$ cat src/rtl/prod_acc_pkg.sv
// Shared types and default sizing for the product accumulator.
// Optional saturation build: define PROD_ACC_SAT_EN.
package prod_acc_pkg;

    localparam int DEF_PROD_W = 8;
    localparam int DEF_LEN_W  = 4;
    localparam int DEF_ACC_W  = 11;

    typedef enum logic [1:0] {
        ST_IDLE  = 2'd0,
        ST_ACCUM = 2'd1,
        ST_DONE  = 2'd2
    } prod_acc_state_t;

endpackage

$ cat src/rtl/prod_acc_add.sv
// Combinational accumulator adder: acc + zero-extended product.
// Under PROD_ACC_SAT_EN the result clamps at all-ones and reports the clamp.
module prod_acc_add #(
    parameter int ACC_W  = 11,
    parameter int PROD_W = 8
) (
    input  logic [ACC_W-1:0]  a,
    input  logic [PROD_W-1:0] b,
    output logic [ACC_W-1:0]  sum
`ifdef PROD_ACC_SAT_EN
    ,
    output logic              clamped
`endif
);

`ifdef PROD_ACC_SAT_EN
    logic [ACC_W:0] full;

    // The carry-out of a one-bit-wider add is exactly the overflow condition.
    assign full    = {1'b0, a} + (ACC_W+1)'(b);
    assign clamped = full[ACC_W];
    assign sum     = clamped ? '1 : full[ACC_W-1:0];
`else
    assign sum = a + ACC_W'(b);
`endif

endmodule

$ cat src/rtl/prod_accumulator.sv
// Sums a batch of unsigned products from a valid/ready stream and holds the
// total on a valid/ready output. Saturating build: define PROD_ACC_SAT_EN.
module prod_accumulator
    import prod_acc_pkg::*;
#(
    parameter int PROD_W = DEF_PROD_W,
    parameter int LEN_W  = DEF_LEN_W,
    parameter int ACC_W  = DEF_ACC_W
) (
    input  logic              clk,
    input  logic              rst,
    input  logic              start,
    input  logic [LEN_W-1:0]  len,
    input  logic              in_valid,
    output logic              in_ready,
    input  logic [PROD_W-1:0] in_prod,
    output logic              out_valid,
    input  logic              out_ready,
    output logic [ACC_W-1:0]  out_sum,
    output logic              busy
`ifdef PROD_ACC_SAT_EN
    ,
    output logic              ovf
`endif
);

    prod_acc_state_t  state_q, state_d;
    logic [ACC_W-1:0] acc_q;
    logic [ACC_W-1:0] add_sum;
    logic [LEN_W-1:0] cnt_q;
    logic [LEN_W-1:0] len_q;
    logic             start_ok;
    logic             accept;
    logic             last_beat;

    assign start_ok  = (state_q == ST_IDLE) && start;
    assign accept    = (state_q == ST_ACCUM) && in_valid;
    assign last_beat = accept && (LEN_W'(cnt_q + 1'b1) == len_q);

`ifdef PROD_ACC_SAT_EN
    logic add_clamped;
    logic ovf_q;

    prod_acc_add #(.ACC_W(ACC_W), .PROD_W(PROD_W)) u_add (
        .a       (acc_q),
        .b       (in_prod),
        .sum     (add_sum),
        .clamped (add_clamped)
    );

    always_ff @(posedge clk or negedge rst) begin
        if (!rst) begin
            ovf_q <= 1'b0;
        end else if (start_ok) begin
            ovf_q <= 1'b0;
        end else if (accept && add_clamped) begin
            ovf_q <= 1'b1;
        end
    end

    assign ovf = ovf_q;
`else
    prod_acc_add #(.ACC_W(ACC_W), .PROD_W(PROD_W)) u_add (
        .a   (acc_q),
        .b   (in_prod),
        .sum (add_sum)
    );
`endif

    // NOTE: every output and next-state signal gets a default before the case
    // so no path through this block can infer a latch.
    always_comb begin
        state_d   = state_q;
        in_ready  = 1'b0;
        out_valid = 1'b0;
        unique case (state_q)
            ST_IDLE: begin
                if (start) begin
                    state_d = (len == '0) ? ST_DONE : ST_ACCUM;
                end
            end
            ST_ACCUM: begin
                in_ready = 1'b1;
                if (last_beat) begin
                    state_d = ST_DONE;
                end
            end
            ST_DONE: begin
                out_valid = 1'b1;
                if (out_ready) begin
                    state_d = ST_IDLE;
                end
            end
            default: state_d = ST_IDLE;
        endcase
    end

    // NOTE: sequential state uses non-blocking assignments so every register
    // samples the pre-edge values of the others, independent of block order.
    always_ff @(posedge clk or negedge rst) begin
        if (!rst) begin
            state_q <= ST_IDLE;
            acc_q   <= '0;
            cnt_q   <= '0;
            len_q   <= '0;
        end else begin
            state_q <= state_d;
            if (start_ok) begin
                len_q <= len;
                cnt_q <= '0;
                acc_q <= '0;
            end else if (accept) begin
                cnt_q <= LEN_W'(cnt_q + 1'b1);
                acc_q <= add_sum;
            end
        end
    end

    // The accumulator is frozen outside ACCUM, so it doubles as the held result.
    assign out_sum = acc_q;
    assign busy    = (state_q != ST_IDLE);

endmodule

$ cat config.mk
export PLATFORM = sky130hd
export DESIGN_NAME = prod_accumulator
export DESIGN_NICKNAME = d
export VERILOG_FILES = /design/src/rtl/prod_acc_pkg.sv /design/src/rtl/prod_acc_add.sv /design/src/rtl/prod_accumulator.sv
export SDC_FILE = /design/constraint.sdc
export NUM_CORES = 1
export LEC_CHECK = 0
export ABC_AREA = 1
export CORE_ASPECT_RATIO = 2
export CORE_MARGIN = 2
export CORE_UTILIZATION = 50
export CTS_BUF_LIST = sky130_fd_sc_hd__clkbuf_4 sky130_fd_sc_hd__clkbuf_8 sky130_fd_sc_hd__clkbuf_16
export CTS_CLUSTER_SIZE = 14
export DETAILED_ROUTE_END_ITERATION = 8
export PLACE_DENSITY = 0.79
export SYNTH_ARGS = -nofsm -noshare
export SYNTH_HDL_FRONTEND = slang
export SYNTH_SLANG_ARGS = --single-unit
$ cat constraint.sdc
create_clock -name clk -period 2.3 [get_ports clk]
set_input_delay 0.575 -clock clk [delete_from_list [all_inputs] [get_ports clk]]
set_output_delay 0.575 -clock clk [all_outputs]
set_load 0.1 [all_outputs]
==> results of run 1 <==
==> per-stage QoR <==
stage	utilization [%]	instances	instance area (um^2)	TNS (ps)
floorplan	-	200	1440	0
global placement	65.5	262	1790	-160
detailed placement	65.5	262	1790	-344
CTS	67.3	266	1840	0
global route	67.5	266	1850	0
finish	67.5	266	1850	0
==> area by class of cell <==
cell class,count,area [um^2],area share (%)
clock buffer,4,48.8,2.64
timing repair buffer,34,320,17.3
inverter,34,130,7.04
multi-input combinational,144,786,42.5
sequential,21,527,28.5
tap,29,36.3,1.96
==> repair_timing <==
item	in CTS	in global routing
resized for setup	0	2
setup endpoints to repair	0	2
buffers inserted	0	0
==> power breakdown <==
part	switching, mW	internal, mW	total, mW	leakage (nW)
Clock	0.118	0.135	0.254	0.0262
Sequential	0.139	0.525	0.664	0.268
Combinational	1.42	0.539	1.96	0.718
Total	1.68	1.20	2.88	1.01
==> worst max-delay path: stages <==
cell and delay [ps]:
clkdlybuf4s50_1 460, ha_1 160, inv_1 60, fa_2 360, inv_1 90, nand3_1 60
nand2_1 110, nand3_1 90, nand3_2 110, nand3_1 80, nand2_1 80, nor2_1 40
==> placed cells by master (no fill, tap or decap) <==
master and n:
nand3b_1 1, dfrtp_1 20, nor2_8 1, nand2_8 1, clkdlybuf4s50_1 16, nand3_2 1, ha_1 9, inv_2 1
fa_2 1, a21boi_0 1, o21ai_1 1, nor2_1 13, nand2_2 2, o22ai_1 2, nor2_4 1, buf_12 2
inv_1 32, clkbuf_4 1, nand4_1 5, xor2_1 1, dfrtp_2 1, nand2_1 62, o21bai_1 1, a22o_1 1
clkbuf_8 3, inv_4 1, nand2_4 1, nand3_1 18, a21oi_1 8, o21ai_0 13, buf_4 16
==> registers in the layout (all words and copies together) (netlist names) <==
name and cells:
cnt_q 4, len_q 4, state_q 2, out_sum 11
==> routing by layer <==
| metal | vias to the layer above | part of all wire [%] | global-route usage, % |
|---|---|---|---|
| li1 | 715 | - | - |
| met1 | 621 | 38 | 22.3 |
| met2 | 34 | 56 | 44.5 |
| met3 | 4 | 4.1 | 2.26 |
| met4 | 0 | 2.0 | 8.71 |
| met5 | - | 0 | 0 |
==> cells by family after synthesis <==
group | count (synthesis) | share of synthesized area, %
AOI/OAI and AO/OA | 27 | 10.2
xor gates and xnor gates | 1 | 0.609
adders and majority gates | 10 | 9.23
buffers and inverters | 35 | 9.31
DFF | 21 | 36.6
and+or+nand+nor | 106 | 34.1
==> how the worst max path moves through the flow <==
stage	start	endpoint	slack (ps)	cells past startpoint
after floorplan	out_sum[1]	out_sum[8]	30	10
after global placement	in_prod[0]	out_sum[8]	-80	12
after detailed placement	in_prod[0]	out_sum[10]	-170	12
after CTS	in_prod[0]	out_sum[8]	70	12
after global routing	in_prod[0]	out_sum[8]	10	12
final	in_prod[0]	out_sum[8]	180	12
==> flow_metrics.py, run 1 <==
metrics = {
    "global_route": {
        "grt_max_degree": 22,
        "grt_pass1_vias": 1367,
        "antenna_found_initial": 0,
        "overflow": 0,
        "grt_pass1_wl_um": 5780,
        "grt_usage_pct": 22.3,
    },
    "power": {
        "p_per_area_mw_per_mm2": 1560,
        "irDropWorstVdd_uv": 1310,
        "power.total_mw": 2.88,
        "p_leak_nw": 1.01,
    },
    "sta": {
        "drv_slew": 0,
        "period_minus_slack_ps": 2120,
        "hold_slack_ps": 506,
        "rsz0062_at_grt": "no",
        "finalSetupViolCount": 0,
        "maxSlewHeadroom_pct": 74.9,
        "clock.fmax_mhz": 472,
        "period_share_pct": 92.1,
        "fin_worst_skew_ps": 4.46,
        "worst_pin_slew_ps": 373,
        "hold_viol_final": 0,
        "timing.final.ws_setup_ps": 181,
    },
    "clocking": {
        "clock_tree.htree_level_count": 1,
        "cts_hold_buf": 0,
        "cts_sinks": 21,
        "clockRootBuffer": "clkbuf_8",
        "clockBufferDepth": 2,
        "cts_buffers": 3,
        "tritoncts": "built",
        "clock_latency_ps": 260,
        "clk_pin_slew_worst_paths_ps": 80,
    },
    "die": {
        "row_count": 27,
        "fp.dieH_um": 79.8,
        "die_x_um": 41.9,
        "core-area_mm2": 0.00274,
        "ios": 31,
        "die_area_mm2": 0.00335,
        "initial_core_util_pct": 52.5,
    },
    "cells_and_area": {
        "fill_cells": 235,
        "antenna_cells": 0,
        "drive_gt1_share_pct": 13.9,
        "area_growth_pct": 28.5,
        "nets": 265,
    },
    "placement": {
        "finalWeightedCongestion": 0.805,
        "dp_hpwl_um": 2600,
        "place_ws_ps": -173,
        "io_buffer_count": 30,
    },
    "setup_path": {
        "cp_data_required_time_ps": 2450,
        "rrSetupSlack_ps": 580,
        "path_class": "input port to flop",
        "arrival_ps": 2270,
        "r2r-start": "out_sum[0]",
        "crit_fanout": 4,
        "r2r-end": "out_sum[8]",
        "r2r_cells": 11,
        "critPathCaptureType": "flop",
        "start_kind": "input port",
    },
    "logic_synthesis": {
        "synth_area_mm2": 0.00144,
        "synthDistinctLibCells": 25,
        "synth-edff-count": 0,
        "synth_warnings": 0,
        "yosys-top-cells-count": "nand2_1 (62), inv_1 (32), dfrtp_1 (21)",
        "yosysSeqAreaShare_pct": 36.6,
        "syn_avg_cell_area_um2": 7.19,
        "synthTopCellsByArea": "dfrtp_1 (37%), nand2_1 (16%), inv_1 (8.4%), ha_1 (7.8%), nand3_1 (6.6%)",
        "syn-instance-count": 200,
        "yosysTopAreaCell": "dfrtp_1",
        "ys.flop_type": "dfrtp_1",
        "synthArstFlopShare_pct": 100,
        "synth_top_cell_area_share_pct": 36.6,
        "synth-seq-cells": 21,
        "synth.net_count": 227,
        "synth_most_common_cell": "nand2_1",
    },
    "worst_hold_path": {
        "hold_depth": 2,
        "hold-path-endpoint": "len_q[3]",
        "hold_class": "flop to flop",
        "hp-start": "len_q[3]",
    },
    "status": {
        "outcome": "completed",
    },
    "drt": {
        "wire_per_inst_um": 12.6,
        "finalWirelength_um": 3340,
        "via_per_inst": 5.17,
        "drtIter0Drc": 35,
        "drc": 0,
        "firstDrtPassIters": 4,
        "drtAntennaViolNets": 0,
        "vias": 1374,
    },
    "job": {
        "drv_cap": 0,
    },
}
(Power assumes the default switching activity.)
==> run 2: changes to the inputs <==
--- a/config.mk
+++ b/config.mk
@@ -12,6 +12,7 @@
 export CTS_BUF_LIST = sky130_fd_sc_hd__clkbuf_4 sky130_fd_sc_hd__clkbuf_8 sky130_fd_sc_hd__clkbuf_16
 export CTS_CLUSTER_SIZE = 14
 export DETAILED_ROUTE_END_ITERATION = 8
+export GPL_ROUTABILITY_DRIVEN = 0
 export PLACE_DENSITY = 0.79
 export SYNTH_ARGS = -nofsm -noshare
 export SYNTH_HDL_FRONTEND = slang
==> results of run 2 <==
No change in the layout: final DEF, timing and power equal those of run 1.
